`src/rtl/core_pkg.sv`:
```
// core_pkg: shared types and constants for the fetch/execute slice.
// Holds the PC width, the canonical NOP and the fetch FSM encoding.
package core_pkg;

  localparam int PC_W = 8;

  localparam logic [31:0] NOP_INSTR = 32'h0000_0013;

  localparam logic [6:0] OP_LUI   = 7'b0110111;
  localparam logic [6:0] OP_AUIPC = 7'b0010111;
  localparam logic [6:0] OP_IMM   = 7'b0010011;

  typedef enum logic [1:0] {
    IDLE  = 2'd0,
    FETCH = 2'd1,
    VALID = 2'd2,
    DROP  = 2'd3
  } fetchState_t;

  typedef struct packed {
    logic [31:0]     ir;
    logic [PC_W-1:0] pc;
  } ifId_t;

endpackage

```
`src/rtl/instruction_fetch_if.sv`:
```
// instruction_fetch_if: imem handshake, redirect and decode-side bundle.
// master is the fetch stage, slave is memory plus the execute side.
interface instruction_fetch_if #(
  parameter int PC_W = 8
);

  logic            oIMEM_REQ;
  logic [PC_W-1:0] oIMEM_ADDR;
  logic            iIMEM_ACK;
  logic [31:0]     iIMEM_DATA;
  logic            iBRANCH_TAKEN;
  logic [PC_W-1:0] iBRANCH_TARGET;
  logic            iSTALL;
  logic            oVALID;
  logic [31:0]     oIR;
  logic [PC_W-1:0] oPC;

  modport master (
    output oIMEM_REQ,
    output oIMEM_ADDR,
    input  iIMEM_ACK,
    input  iIMEM_DATA,
    input  iBRANCH_TAKEN,
    input  iBRANCH_TARGET,
    input  iSTALL,
    output oVALID,
    output oIR,
    output oPC
  );

  modport slave (
    input  oIMEM_REQ,
    input  oIMEM_ADDR,
    output iIMEM_ACK,
    output iIMEM_DATA,
    output iBRANCH_TAKEN,
    output iBRANCH_TARGET,
    output iSTALL,
    input  oVALID,
    input  oIR,
    input  oPC
  );

endinterface

```
`src/rtl/instruction_fetch.sv`:
```
// instruction_fetch: owns the byte PC and fetches words over REQ/ACK.
// Holds {oIR,oPC} until accepted; redirects squash in-flight fetches.
module instruction_fetch
  import core_pkg::*;
#(
  parameter int              PC_W     = core_pkg::PC_W,
  parameter logic [PC_W-1:0] RESET_PC = '0,
  parameter logic [31:0]     NOP      = NOP_INSTR
) (
  input logic                 iCLK,
  input logic                 iRST_N,
  instruction_fetch_if.master bus
);

  fetchState_t state;
  fetchState_t stateNext;

  logic            req;
  logic            reqNext;
  logic [PC_W-1:0] addr;
  logic [PC_W-1:0] addrNext;
  logic            valid;
  logic            validNext;
  logic [31:0]     ir;
  logic [31:0]     irNext;
  logic [PC_W-1:0] pc;
  logic [PC_W-1:0] pcNext;
  logic [PC_W-1:0] pend;
  logic [PC_W-1:0] pendNext;

  logic            branch;
  logic            ack;
  logic            stall;
  logic [PC_W-1:0] target;
  logic [PC_W-1:0] seqPc;

  assign branch = bus.iBRANCH_TAKEN;
  assign ack    = bus.iIMEM_ACK;
  assign stall  = bus.iSTALL;
  assign target = bus.iBRANCH_TARGET & ~PC_W'(3);
  assign seqPc  = pc + PC_W'(4);

  // Next state and next register values; every path starts from a hold.
  always_comb begin
    stateNext = state;
    reqNext   = req;
    addrNext  = addr;
    validNext = valid;
    irNext    = ir;
    pcNext    = pc;
    pendNext  = pend;
    unique case (state)
      IDLE: begin
        stateNext = FETCH;
        reqNext   = 1'b1;
        addrNext  = RESET_PC;
      end
      FETCH: begin
        unique case (1'b1)
          branch && ack: begin
            addrNext = target;
          end
          branch && !ack: begin
            pendNext  = target;
            stateNext = DROP;
          end
          !branch && ack: begin
            irNext    = bus.iIMEM_DATA;
            pcNext    = addr;
            validNext = 1'b1;
            reqNext   = 1'b0;
            stateNext = VALID;
          end
          default: ;
        endcase
      end
      VALID: begin
        unique case (1'b1)
          branch: begin
            validNext = 1'b0;
            irNext    = NOP;
            reqNext   = 1'b1;
            addrNext  = target;
            stateNext = FETCH;
          end
          !branch && !stall: begin
            validNext = 1'b0;
            irNext    = NOP;
            reqNext   = 1'b1;
            addrNext  = seqPc;
            stateNext = FETCH;
          end
          default: ;
        endcase
      end
      DROP: begin
        unique case (1'b1)
          ack: begin
            addrNext  = branch ? target : pend;
            stateNext = FETCH;
          end
          !ack && branch: begin
            pendNext = target;
          end
          default: ;
        endcase
      end
      default: begin
        stateNext = IDLE;
        reqNext   = 1'b0;
      end
    endcase
  end

  // State and output registers; reset beats any in-flight handshake.
  always_ff @(posedge iCLK) begin
    if (!iRST_N) begin
      state <= IDLE;
      req   <= 1'b0;
      addr  <= RESET_PC;
      valid <= 1'b0;
      ir    <= NOP;
      pc    <= RESET_PC;
      pend  <= RESET_PC;
    end else begin
      state <= stateNext;
      req   <= reqNext;
      addr  <= addrNext;
      valid <= validNext;
      ir    <= irNext;
      pc    <= pcNext;
      pend  <= pendNext;
    end
  end

  assign bus.oIMEM_REQ  = req;
  assign bus.oIMEM_ADDR = addr;
  assign bus.oVALID     = valid;
  assign bus.oIR        = ir;
  assign bus.oPC        = pc;

endmodule

```
`src/flat_wrapper.sv`:
```
// flat-port wrapper written by rule: the top's interface ports become plain ports
module instruction_fetch_flat import core_pkg::*;
#(
  parameter int              PC_W     = core_pkg::PC_W,
  parameter logic [PC_W-1:0] RESET_PC = '0,
  parameter logic [31:0]     NOP      = NOP_INSTR
)
  (iCLK, iRST_N, bus_oIMEM_REQ, bus_oIMEM_ADDR, bus_iIMEM_ACK, bus_iIMEM_DATA, bus_iBRANCH_TAKEN, bus_iBRANCH_TARGET, bus_iSTALL, bus_oVALID, bus_oIR, bus_oPC);
  instruction_fetch_if #(.PC_W(PC_W)) bus_i ();
  input logic iCLK;
  input logic iRST_N;
  output wire logic [$bits(bus_i.oIMEM_REQ)-1:0] bus_oIMEM_REQ;
  output wire logic [$bits(bus_i.oIMEM_ADDR)-1:0] bus_oIMEM_ADDR;
  input wire logic [$bits(bus_i.iIMEM_ACK)-1:0] bus_iIMEM_ACK;
  input wire logic [$bits(bus_i.iIMEM_DATA)-1:0] bus_iIMEM_DATA;
  input wire logic [$bits(bus_i.iBRANCH_TAKEN)-1:0] bus_iBRANCH_TAKEN;
  input wire logic [$bits(bus_i.iBRANCH_TARGET)-1:0] bus_iBRANCH_TARGET;
  input wire logic [$bits(bus_i.iSTALL)-1:0] bus_iSTALL;
  output wire logic [$bits(bus_i.oVALID)-1:0] bus_oVALID;
  output wire logic [$bits(bus_i.oIR)-1:0] bus_oIR;
  output wire logic [$bits(bus_i.oPC)-1:0] bus_oPC;
  assign bus_oIMEM_REQ = bus_i.oIMEM_REQ;
  assign bus_oIMEM_ADDR = bus_i.oIMEM_ADDR;
  assign bus_i.iIMEM_ACK = bus_iIMEM_ACK;
  assign bus_i.iIMEM_DATA = bus_iIMEM_DATA;
  assign bus_i.iBRANCH_TAKEN = bus_iBRANCH_TAKEN;
  assign bus_i.iBRANCH_TARGET = bus_iBRANCH_TARGET;
  assign bus_i.iSTALL = bus_iSTALL;
  assign bus_oVALID = bus_i.oVALID;
  assign bus_oIR = bus_i.oIR;
  assign bus_oPC = bus_i.oPC;
  instruction_fetch #(.PC_W(PC_W), .RESET_PC(RESET_PC), .NOP(NOP)) u_core (.iCLK(iCLK), .iRST_N(iRST_N), .bus(bus_i));
endmodule
```
`config.mk`:
```
export PLATFORM = sky130hd
export DESIGN_NAME = instruction_fetch_flat
export DESIGN_NICKNAME = d
export VERILOG_FILES = /design/src/rtl/core_pkg.sv /design/src/rtl/instruction_fetch_if.sv /design/src/rtl/instruction_fetch.sv /design/src/flat_wrapper.sv
export SDC_FILE = /design/constraint.sdc
export NUM_CORES = 1
export LEC_CHECK = 0
export ABC_AREA = 1
export CAP_MARGIN = 20
export CORE_MARGIN = 8
export CORE_UTILIZATION = 43
export DETAILED_ROUTE_END_ITERATION = 10
export PLACE_DENSITY = 0.79
export SLEW_MARGIN = 20
export SYNTH_ARGS = -nofsm -noshare
export SYNTH_HDL_FRONTEND = slang
export SYNTH_SLANG_ARGS = --single-unit
```
`constraint.sdc`:
```
create_clock -name iCLK -period 1.6 [get_ports iCLK]
set_input_delay 0.4 -clock iCLK [delete_from_list [all_inputs] [get_ports iCLK]]
set_output_delay 0.4 -clock iCLK [all_outputs]
set_load 0.03 [all_outputs]
```
==> run metrics <==
outcome=finished clean; postcts setup bufs=0; largest cells by area after synthesis=dfxtp_1 (47%), nand2_1 (14%), a21oi_1 (8.5%), nand3_1 (3.7%), a21oi_2 (3.6%); Via Count=~2.6k; CTS buffer count=9; FF-to-FF End=u_core.bus.oIR[21]; FF+latch count, synth=58; number of fill cells in the layout=467; Worst Hold Class=flop to flop; Unique masters post-synth=30; Max Root-Sink Buffers=2; Seq/Total Area, Yosys=47.2%; syn nets=between 300 and 400; largest family of logic cells by synthesized area=simple AND/OR/NAND/NOR gates; Antenna Cells=0; Synth Area in XOR/XNOR=less than 1%; Setup Viol. Count Final=0; TritonCTS clock tree=built; count leader, synth=nand2_1; synthesized area per cell=7.72 µm²; Worst Path Required=1.20 ns; Pwr Density=942 mW/mm²; DRT Wirelength=7.14 mm; Post-Synth Adder-Cell Area=0.508%; EDFF count, synth=0; Final Hold Vio Count=0; Post-DRT Antenna Nets=0; Synth top area share=47.2%; Die Height=91.7 µm; Core Area=0.00551 mm²; gr usage total=17.4%; Cells after Synth=319; multiplexer area fraction after synthesis=0%; Final Util=70.3%; crit path DAT=1.13 ns; Worst Setup SP=u_core.bus.oIMEM_ADDR[4]; post-route cell area=0.00387 mm²; Worst VDD drop=0.000673 V; crit share post-route=95.4%; Critical Path End Type=primary output; CP Depth=1; DRT iter0 DRCs=94; drt pass-1 iters=4; clock-pin slew on the worst setup and hold paths=0.07 ns; critical path's top delay family=buffers and inverters; die area=0.00840 mm²; detailed-route DRC error count=0; H-tree lvl count=3; CP Max Fanout=3; DP Area=0.00371 mm²; hold buffer count at cts=0; Leak Pwr=0.00168 µW; hpwl dp=5.49 mm; Primary FF master, synth=dfxtp_1; vias in the first global route=2592; Final Skew=0.00913 ns; Synth Area in Compound Gates=18.6%; CTS root buf=clkbuf_8; fin. max-slew vios=0; Register Area=0.00116 mm²; post-synth top area cell=dfxtp_1; number of max-cap violations=0; flop2flop setup slack=0.16 ns; area delta synth->final=57.1%; Synth Area in Simple Gates=26.5%; synthesized cell area=0.00246 mm²; post-synthesis async set-or-reset flop share=0%; fmax=655 MHz; synth warn=0; largest net degree at the start of global routing=24; # clock sinks=58; top cells by count, synth=nand2_1 (93), dfxtp_1 (58), a21oi_1 (42); RSZ-0062 raised after global routing=false; fin crit period=1.53 ns; type of origin of the critical path=flop; Crit Path Category=flop to primary output; worst path cell trace=dlygate4sd2_1; slew margin rel.=77.9%; layout cells sized above 1=19.1%; global route total overflow=0; Final nets=486; Initial Util=44.7%; placer congestion estimate=0.883; Least-Margin Pin Slew=0.333 ns; vias per std cell=4.95; Routed WL per cell=13.8 µm; worst reg2reg path depth=9; multi-input logic area=0.00115 mm²; num rows=27; Ports=between 90 and 100; CP max stage cell=dlygate4sd2_1; Worst R2R Start=u_core.state[1]; Overall Power=3640 µW; Max stage delay on crit path=0.42 ns; first-pass GRT wire length=~12 mm; Die X-Extent=91.7 µm; initial antenna violation count=0; CP Capture Point=bus_oIMEM_ADDR[4]; Buffers on Ports=92; CP Buf/Inv Count=1; Clock Latency Late Sink=0.33 ns
==> state kept, by name (all words and copies together), names as in the netlist <==
register / flops
u_core.bus.oIMEM_REQ: 1
u_core.bus.oVALID: 1
u_core.pend: 6
u_core.bus.oIR: 32
u_core.state: 2
u_core.bus.oIMEM_ADDR: 8
u_core.bus.oPC: 8
==> power by group <==
group | total, µW | internal (µW) | switching [µW]
Clock | 1440 | 859 | 577
Sequential | 1540 | 1500 | 39.1
Combinational | 664 | 300 | 363
==> worst min-delay path, delay by kind of cell (launching register included) <==
kind	cells	cell delay [ns]
DFF	1	0.31
AOI/OAI and AO/OA	1	0.05
and+or+nand+nor	1	0.06
==> layout by cell type, fill, tap and decap left out, types with 2 or more instances in the layout <==
master           count
inv_1               12
nand2_1             91
nand3_4              2
o21ai_0             15
clkdlybuf4s50_1     41
nand2_2             12
nor2_1              16
nand3_1             18
nor2_4               2
inv_4                3
buf_12               6
dfxtp_1             58
bufinv_16            2
o22ai_1              6
a21oi_1             41
a21oi_2             11
dlygate4sd2_1       50
inv_2                4
buf_4               26
clkbuf_8             9
nand4_1              2
clkinv_2             3
==> worst min-delay path by stage <==
stage	from	endpoint	slack, ns	depth (start not counted)
after floorplan	u_core.pend[6]	u_core.pend[6]	0.44	2
after global placement	u_core.bus.oIR[20]	u_core.bus.oIR[20]	0.44	2
after detailed placement	u_core.bus.oIR[28]	u_core.bus.oIR[28]	0.45	2
after CTS	u_core.bus.oIR[11]	u_core.bus.oIR[11]	0.46	2
after global routing	u_core.bus.oIR[28]	u_core.bus.oIR[28]	0.47	2
final	u_core.bus.oIR[13]	u_core.bus.oIR[13]	0.45	2
==> layout make-up <==
cell class              count  share of cell area [%]
inverters                  20                    2.13
multi-input cells         227                    29.8
clock inverters             6                    2.13
flip-flops and latches     58                    30.0
repair buffers            124                    30.4
well taps                  72                    2.33
clock buffers               9                    3.20
==> repair_timing <==
action,4_1_cts,5_1_grt
resized for setup,50,7
setup endpoints to repair,50,13
hold endpoints to repair,0,0
gates cloned,0,0
==> layer usage <==
metal | wire (µm) | GRT usage (%) | vias up | part of all wire (%)
met4 | 166 | 9.00 | 0 | 2.3
met2 | 3480 | 29.1 | 99 | 49
li1 | - | - | 1285 | -
met5 | 0 | 0 | - | 0
met3 | 731 | 7.50 | 13 | 10
met1 | 2760 | 18.2 | 1158 | 39
==> logic make-up (layout without fill, tap and decap cells) <==
logic type / Yosys count / after routing
AOI/OAI and AO/OA: 78 / 78
xor gates and xnor gates: 2 / 2
and+or+nand+nor: 146 / 146
adders and majority gates: 1 / 1
DFF: 58 / 58
buffers and inverters: 34 / 159
==> metrics by stage <==
stage | worst slack, ns | std cells | TNS, ns | hold slack [ns]
after floorplan | 0.227 | 319 | 0 | 0.441
after global placement | -0.295 | 501 | -11.76 | 0.443
after detailed placement | -0.313 | 501 | -12.44 | 0.450
after CTS | 0.0503 | 516 | 0 | 0.459
after global routing | 0.0163 | 516 | 0 | 0.474
final | 0.0733 | 516 | 0 | 0.455
Power figures use the tool's default switching activity.
